**config.mk**
```make
export PLATFORM = sky130hd
export DESIGN_NAME = nanov_store_periph_flat
export DESIGN_NICKNAME = d
export VERILOG_FILES = /design/src/rtl/nanov_store_periph_pkg.sv /design/src/rtl/nanov_store_periph_if.sv /design/src/rtl/nanov_store_periph_fifo.sv /design/src/rtl/nanov_store_periph.sv /design/src/flat_wrapper.sv
export SDC_FILE = /design/constraint.sdc
export NUM_CORES = 1
export LEC_CHECK = 0
export CORE_ASPECT_RATIO = 1.5
export CORE_UTILIZATION = 61
export CTS_BUF_LIST = sky130_fd_sc_hd__clkbuf_2
export CTS_CLUSTER_DIAMETER = 120
export DETAILED_ROUTE_END_ITERATION = 10
export PLACE_DENSITY = 0.88
export RECOVER_POWER = 50
export SLEW_MARGIN = 20
export SYNTH_ARGS = -nofsm -noshare
export SYNTH_HDL_FRONTEND = slang
export SYNTH_SLANG_ARGS = --single-unit
```
**constraint.sdc**
```tcl
create_clock -name clk -period 5.7 [get_ports clk]
set_input_delay 1.425 -clock clk [delete_from_list [all_inputs] [get_ports clk]]
set_output_delay 1.425 -clock clk [all_outputs]
set_load 0.02 [all_outputs]
```
**src/rtl/nanov_store_periph_pkg.sv**
```systemverilog
// Shared definitions for the nanoV store-port peripheral block.
//   PERIPH_BASE_HI : address bits [31:24] that select the peripheral region
//   REG_*          : register offsets taken from address bits [3:2]
//   tx_state_e     : UART transmitter state encoding
//   bit_rev32      : undoes the CPU's bit-reversed data bus ordering
package nanoV_periph_pkg;

    localparam logic [7:0] PERIPH_BASE_HI = 8'h10;

    localparam logic [1:0] REG_GPIO_OUT = 2'd0;
    localparam logic [1:0] REG_UART_TX  = 2'd1;
    localparam logic [1:0] REG_GPIO_SET = 2'd2;
    localparam logic [1:0] REG_GPIO_CLR = 2'd3;

    typedef enum logic [1:0] {
        TX_IDLE  = 2'd0,
        TX_START = 2'd1,
        TX_DATA  = 2'd2,
        TX_STOP  = 2'd3
    } tx_state_e;

    function automatic logic [31:0] bit_rev32(input logic [31:0] v);
        logic [31:0] r;
        for (int i = 0; i < 32; i++) begin
            r[i] = v[31-i];
        end
        return r;
    endfunction

endpackage

```
**src/rtl/nanov_store_periph_if.sv**
```systemverilog
// CPU store-port bus as seen by the peripheral block.
//   data_in       : shared 32-bit data bus (address normal order, data bit-reversed)
//   store_addr_in : one-cycle strobe, data_in holds a store address
//   store_data_in : one-cycle strobe, data_in holds store data
interface nanov_store_periph_if;
    logic [31:0] data_in;
    logic        store_addr_in;
    logic        store_data_in;

    modport master (output data_in, output store_addr_in, output store_data_in);
    modport slave  (input  data_in, input  store_addr_in, input  store_data_in);
endinterface

```
**src/rtl/nanov_store_periph_fifo.sv**
```systemverilog
// Synchronous circular FIFO with an extra pointer bit for full/empty.
//   clk, rst  : clock, asynchronous active-high reset
//   push_i    : write din_i (accepted when not full, or when popping same cycle)
//   pop_i     : advance read pointer (ignored when empty)
//   din_i     : write data
//   dout_o    : head-of-queue data (combinational read)
//   full_o    : all DEPTH entries occupied
//   empty_o   : no entries
module nanoV_sync_fifo #(
    parameter int WIDTH = 8,
    parameter int DEPTH = 4
) (
    input  logic             clk,
    input  logic             rst,
    input  logic             push_i,
    input  logic             pop_i,
    input  logic [WIDTH-1:0] din_i,
    output logic [WIDTH-1:0] dout_o,
    output logic             full_o,
    output logic             empty_o
);
    localparam int AW = $clog2(DEPTH);

    logic [WIDTH-1:0] mem_q [DEPTH];
    logic [AW:0]      wptr_q, rptr_q;
    logic             do_push, do_pop;

    assign empty_o = (wptr_q == rptr_q);
    // Same slot, opposite wrap bit: writer is a full lap ahead.
    assign full_o  = (wptr_q[AW] != rptr_q[AW]) && (wptr_q[AW-1:0] == rptr_q[AW-1:0]);
    assign do_pop  = pop_i && !empty_o;
    // A pop frees the head slot this edge, so a push into a full FIFO still fits.
    assign do_push = push_i && (!full_o || do_pop);
    assign dout_o  = mem_q[rptr_q[AW-1:0]];

    always_ff @(posedge clk or posedge rst) begin
        if (rst) begin
            wptr_q <= '0;
            rptr_q <= '0;
        end else begin
            if (do_push) wptr_q <= wptr_q + 1'b1;
            if (do_pop)  rptr_q <= rptr_q + 1'b1;
        end
    end

    always_ff @(posedge clk) begin
        if (do_push) mem_q[wptr_q[AW-1:0]] <= din_i;
    end

endmodule

```
**src/rtl/nanov_store_periph.sv**
```systemverilog
// Write-only peripheral behind the nanoV CPU store port: pairs address and
// data strobes, decodes the 0x10xx_xxxx region, drives a GPIO register and an
// 8N1 UART transmitter fed by a small FIFO.
//   clk, rst   : clock, asynchronous active-high reset
//   bus        : CPU store-port bus (slave side)
//   gpio_out   : GPIO output register
//   uart_tx    : registered serial output, idle high
//   uart_busy  : frame in flight or bytes queued
//   fifo_full  : TX FIFO full
//   overflow   : sticky, a UART byte was dropped
module nanov_store_periph import nanoV_periph_pkg::*; #(
    parameter int CLK_DIV    = 16,
    parameter int FIFO_DEPTH = 4,
    parameter int GPIO_WIDTH = 8
) (
    input  logic                  clk,
    input  logic                  rst,
    nanov_store_periph_if.slave   bus,
    output logic [GPIO_WIDTH-1:0] gpio_out,
    output logic                  uart_tx,
    output logic                  uart_busy,
    output logic                  fifo_full,
    output logic                  overflow
);
    localparam int            BW        = $clog2(CLK_DIV);
    localparam logic [BW-1:0] BAUD_LAST = BW'(CLK_DIV - 1);

    logic [31:0]           addr_q;
    logic                  addr_valid_q;
    logic [31:0]           wdata;
    logic [1:0]            reg_sel;
    logic                  wr_en, push;
    logic [GPIO_WIDTH-1:0] gpio_q, gpio_d, wbits;
    logic                  overflow_q;
    logic                  fifo_pop, fifo_empty;
    logic [7:0]            fifo_dout;
    tx_state_e             state_q, state_d;
    logic [BW-1:0]         baud_q, baud_d;
    logic [2:0]            bit_q, bit_d;
    logic [7:0]            shift_q, shift_d;
    logic                  tx_q, tx_d;
    logic                  baud_end;
    logic                  unused_bits;

    assign wdata   = bit_rev32(bus.data_in);
    assign wbits   = wdata[GPIO_WIDTH-1:0];
    assign reg_sel = addr_q[3:2];
    // Data only acts when it has an address to pair with, and only in-region.
    assign wr_en   = bus.store_data_in && addr_valid_q && (addr_q[31:24] == PERIPH_BASE_HI);
    assign push    = wr_en && (reg_sel == REG_UART_TX);
    assign unused_bits = ^{addr_q[23:4], addr_q[1:0], wdata};

    // A simultaneous address strobe wins over the data strobe's clear, so the
    // data pairs with the old address and the new address stays latched.
    always_ff @(posedge clk or posedge rst) begin
        if (rst) begin
            addr_q       <= '0;
            addr_valid_q <= 1'b0;
        end else if (bus.store_addr_in) begin
            addr_q       <= bus.data_in;
            addr_valid_q <= 1'b1;
        end else if (bus.store_data_in) begin
            addr_valid_q <= 1'b0;
        end
    end

    always_comb begin
        gpio_d = gpio_q;
        if (wr_en) begin
            case (reg_sel)
                REG_GPIO_OUT: gpio_d = wbits;
                REG_GPIO_SET: gpio_d = gpio_q | wbits;
                REG_GPIO_CLR: gpio_d = gpio_q & ~wbits;
                default:      gpio_d = gpio_q;
            endcase
        end
    end

    always_ff @(posedge clk or posedge rst) begin
        if (rst) begin
            gpio_q     <= '0;
            overflow_q <= 1'b0;
        end else begin
            gpio_q <= gpio_d;
            if (push && fifo_full && !fifo_pop) overflow_q <= 1'b1;
        end
    end

    nanoV_sync_fifo #(
        .WIDTH (8),
        .DEPTH (FIFO_DEPTH)
    ) u_tx_fifo (
        .clk     (clk),
        .rst     (rst),
        .push_i  (push),
        .pop_i   (fifo_pop),
        .din_i   (wdata[7:0]),
        .dout_o  (fifo_dout),
        .full_o  (fifo_full),
        .empty_o (fifo_empty)
    );

    assign baud_end = (baud_q == BAUD_LAST);

    // tx_d is the line level for the bit that starts on this edge.
    always_comb begin
        state_d  = state_q;
        baud_d   = baud_q;
        bit_d    = bit_q;
        shift_d  = shift_q;
        tx_d     = tx_q;
        fifo_pop = 1'b0;
        case (state_q)
            TX_IDLE: begin
                baud_d = '0;
                if (!fifo_empty) begin
                    fifo_pop = 1'b1;
                    shift_d  = fifo_dout;
                    state_d  = TX_START;
                    tx_d     = 1'b0;
                end
            end
            TX_START: begin
                if (baud_end) begin
                    baud_d  = '0;
                    bit_d   = '0;
                    state_d = TX_DATA;
                    tx_d    = shift_q[0];
                end else begin
                    baud_d = baud_q + BW'(1);
                end
            end
            TX_DATA: begin
                if (baud_end) begin
                    baud_d = '0;
                    if (bit_q == 3'd7) begin
                        state_d = TX_STOP;
                        tx_d    = 1'b1;
                    end else begin
                        bit_d   = bit_q + 3'd1;
                        shift_d = {1'b0, shift_q[7:1]};
                        tx_d    = shift_q[1];
                    end
                end else begin
                    baud_d = baud_q + BW'(1);
                end
            end
            TX_STOP: begin
                if (baud_end) begin
                    baud_d = '0;
                    // Chain straight into the next start bit when bytes are queued.
                    if (!fifo_empty) begin
                        fifo_pop = 1'b1;
                        shift_d  = fifo_dout;
                        state_d  = TX_START;
                        tx_d     = 1'b0;
                    end else begin
                        state_d = TX_IDLE;
                        tx_d    = 1'b1;
                    end
                end else begin
                    baud_d = baud_q + BW'(1);
                end
            end
            default: state_d = TX_IDLE;
        endcase
    end

    always_ff @(posedge clk or posedge rst) begin
        if (rst) begin
            state_q <= TX_IDLE;
            baud_q  <= '0;
            bit_q   <= '0;
            shift_q <= '0;
            tx_q    <= 1'b1;
        end else begin
            state_q <= state_d;
            baud_q  <= baud_d;
            bit_q   <= bit_d;
            shift_q <= shift_d;
            tx_q    <= tx_d;
        end
    end

    assign gpio_out  = gpio_q;
    assign uart_tx   = tx_q;
    assign uart_busy = (state_q != TX_IDLE) || !fifo_empty;
    assign overflow  = overflow_q;

endmodule

```
**src/flat_wrapper.sv**
```systemverilog
// flat-port wrapper written by rule: the top's interface ports become plain ports
module nanov_store_periph_flat import nanoV_periph_pkg::*;
#(
    parameter int CLK_DIV    = 16,
    parameter int FIFO_DEPTH = 4,
    parameter int GPIO_WIDTH = 8
)
  (clk, rst, gpio_out, uart_tx, uart_busy, fifo_full, overflow, bus_data_in, bus_store_addr_in, bus_store_data_in);
  nanov_store_periph_if bus_i ();
  input  logic clk;
  input  logic rst;
  output logic [GPIO_WIDTH-1:0] gpio_out;
  output logic uart_tx;
  output logic uart_busy;
  output logic fifo_full;
  output logic overflow;
  input wire logic [$bits(bus_i.data_in)-1:0] bus_data_in;
  input wire logic [$bits(bus_i.store_addr_in)-1:0] bus_store_addr_in;
  input wire logic [$bits(bus_i.store_data_in)-1:0] bus_store_data_in;
  assign bus_i.data_in = bus_data_in;
  assign bus_i.store_addr_in = bus_store_addr_in;
  assign bus_i.store_data_in = bus_store_data_in;
  nanov_store_periph #(.CLK_DIV(CLK_DIV), .FIFO_DEPTH(FIFO_DEPTH), .GPIO_WIDTH(GPIO_WIDTH)) u_core (.clk(clk), .rst(rst), .bus(bus_i), .gpio_out(gpio_out), .uart_tx(uart_tx), .uart_busy(uart_busy), .fifo_full(fifo_full), .overflow(overflow));
endmodule
```
==> out/metrics.cfg <==
[routing]
initialDrtViolationCount = 87
drc = 0
drt_first_pass_iters = 4
drt_wl_total_um = 5902
detail_route.wl_per_cell_um = 17.46
ant_nets = 0
avgViaCountPerCell = 5.790
num_vias = 1957

[worst_hold_path]
holdCritStartpoint = u_core.overflow
hold_path.class = flop to flop

[timing]
fin_crit_ns = 3.907
setup_violations = 0
min_period_over_period_pct = 68.54
drv_slew = 45
finalClockSkew_ns = 0.03334
fmax_ghz = 0.2560
hold_violations = 0
slew_headroom_pct = -54.35
final.setup.tns_ns = 0
worstMarginPinSlew_ns = 2.315
rsz0062_at_grt = no
hold-worst-slack_ns = 0.4997

[place]
place.gp.congestion = 0.8352
placed_cell_area_um2 = 3782
hpwl_um = 4088
place_inst = 322
place.port_buffers = 25

[layout]
fill_cells = 344
n_antenna_cell = 0
syn2layout_area_growth_pct = 13.16
stdcell_count = 338
drive_gt1_share_pct = 22.39
fin_nets = 312
stdcell_area_um2 = 3948
multi_input_area_um2 = 1310
seqCellArea_um2 = 2063
finish.utilization_pct = 71.88

[synth]
synth_common_cells = dfrtp_1, edfxtp_1, mux2_2
syn_avg_cell_area_um2 = 14.97
ys_seq_area_share_pct = 59.15
synth_nets = 282
synth_top_area_share_pct = 30.85
synthFlopType = dfrtp_1
ys_warn_count = 0
synthCells = 233
synth_edf_count = 32
netlist_area_um2 = 3488
yosysTopAreaCell = dfrtp_1
synthTopCellsByArea = dfrtp_1, edfxtp_1, mux2_2
synth.most_common_cell = dfrtp_1
ys_ff_latch = 76
async_flop_share_pct = 57.89
ys_types = 45

[job]
cap_viol_max_count = 1

[clock_network]
cts_buffer_depth = 2
cts_resized = 0
clk_pin_slew_ns = 0.24
postCtsHoldBufs = 0
cts.sinks = 76
cts_buffers = 9
cts_tree = yes
clk-insertion-delay-late_ns = 0.52
postCtsSetupBuffers = 0
htreeDepth = 3
root_buffer = clkbuf_2

[grt]
grt_usage_pct = 22.54
first_global_vias = 2078
overflow = 0
grt_start_max_net_pins = 45
antenna_found_initial = 0
grt_pass1_wl_um = 9853

[critical_path]
path_max_fanout = 11
setup.worst_path.class = flop to output pin
cp_data_required_time_ns = 4.28
crit_start = u_core.u_tx_fifo.rptr_q[0]
startpoint_type = flop
r2r_start = u_core.state_q[0]
end_kind = output pin
cp.arrival_ns = 2.48
r2r_slack_ns = 3.45

[power]
ir_drop_uv = 173.7
leakagePower_nw = 1.644
power_per_cell_area_nw_per_um2 = 263.0

[die]
dieWidth_um = 63.75
pin_count = 48
num_rows = 33
die-area_um2 = 6031
initial_core_util_pct = 63.52
core_um2 = 5492
die_h_um = 94.62

[run_status]
violations = capacitance limit, slew limit
status = complete, but fails checks

==> final timing paths <==
path,endpoint,depth (start not counted)
setup / recovery,fifo_full,4
hold / removal,u_core.overflow,1
setup reg to reg,u_core.u_tx_fifo.mem_q[1][0],5
hold reg to reg,u_core.overflow,1
max in group asynchronous,u_core.gpio_out[0],3
min in group asynchronous,u_core.u_tx_fifo.rptr_q[1],3
==> through the flow <==
step	setup WS, ns	power, mW
finish	1.793	1.038
global route	1.647	1.068
CTS	1.741	1.045
detailed placement	2.240	0.6516
global placement	2.282	0.6489
floorplan	2.999	0.6255
==> cells in the final DEF, fill, tap and decap left out, drive strengths merged, types with 2 or more instances in the layout <==
cell / count
a211oi: 2
a21o: 10
a21oi: 3
a22o: 12
a41oi: 2
and2: 4
and3: 2
bufinv: 3
clkbuf: 11
clkdlybuf4s50: 16
dfrtp: 43
dlygate4sd3: 9
edfxtp: 32
ha: 13
inv: 19
mux2: 30
mux4: 8
nand2: 6
nand2b: 2
nand3: 4
nand4: 3
nor2: 6
nor2b: 2
o21ai: 5
xnor2: 7
==> registers in the layout (all words and copies together) (netlist names), 3 cells and up <==
register and cells:
u_core.baud_q 4, u_core.bit_q 3, u_core.u_tx_fifo.mem_q 32, u_core.addr_q 10, u_core.shift_q 8, u_core.gpio_out 8
u_core.u_tx_fifo.rptr_q 3, u_core.u_tx_fifo.wptr_q 3
==> worst max-delay path, cell delays in order (launching register included) <==
cell	delay, ns
dfrtp_1	0.87
xnor2_4	0.21
nand3b_1	0.19
inv_1	0.11
clkdlybuf4s50_1	0.62
==> power by group <==
group	switching (mW)	leakage, nW	total (mW)	internal [mW]
logic	0.0249	0.707	0.0485	0.0235
clock network	0.202	0.0990	0.399	0.197
registers	0.00866	0.838	0.590	0.582
==> layer usage <==
layer / global-route usage (%) / share of wire, %
met1: 25.08 / 40
met5: 0 / 0
met2: 40.25 / 55
met3: 4.710 / 2.6
met4: 11.74 / 2.1
==> cells by family (layout without fill, tap and decap cells) <==
logic type | after synthesis | count (layout) | share of synthesized area, %
buffers and inverters | 24 | 59 | 3.300
AO/OA/AOI/OAI | 38 | 38 | 8.070
AND/OR/NAND/NOR | 36 | 36 | 6.241
multiplexers | 38 | 38 | 15.82
flip-flops | 76 | 76 | 59.15
XOR/XNOR | 8 | 8 | 2.762
adder cells (fa/ha/maj) | 13 | 13 | 4.663
==> cell type report <==
| cell class | count | area share [%] |
|---|---|---|
| Clock inverter | 6 | 3.011 |
| Timing Repair Buffer | 26 | 6.434 |
| Clock buffer | 10 | 1.268 |
| Inverter | 17 | 1.616 |
| Tap cell | 70 | 2.219 |
| Multi-Input combinational cell | 133 | 33.19 |
| Sequential cell | 76 | 52.27 |
(Power assumes the default switching activity.)
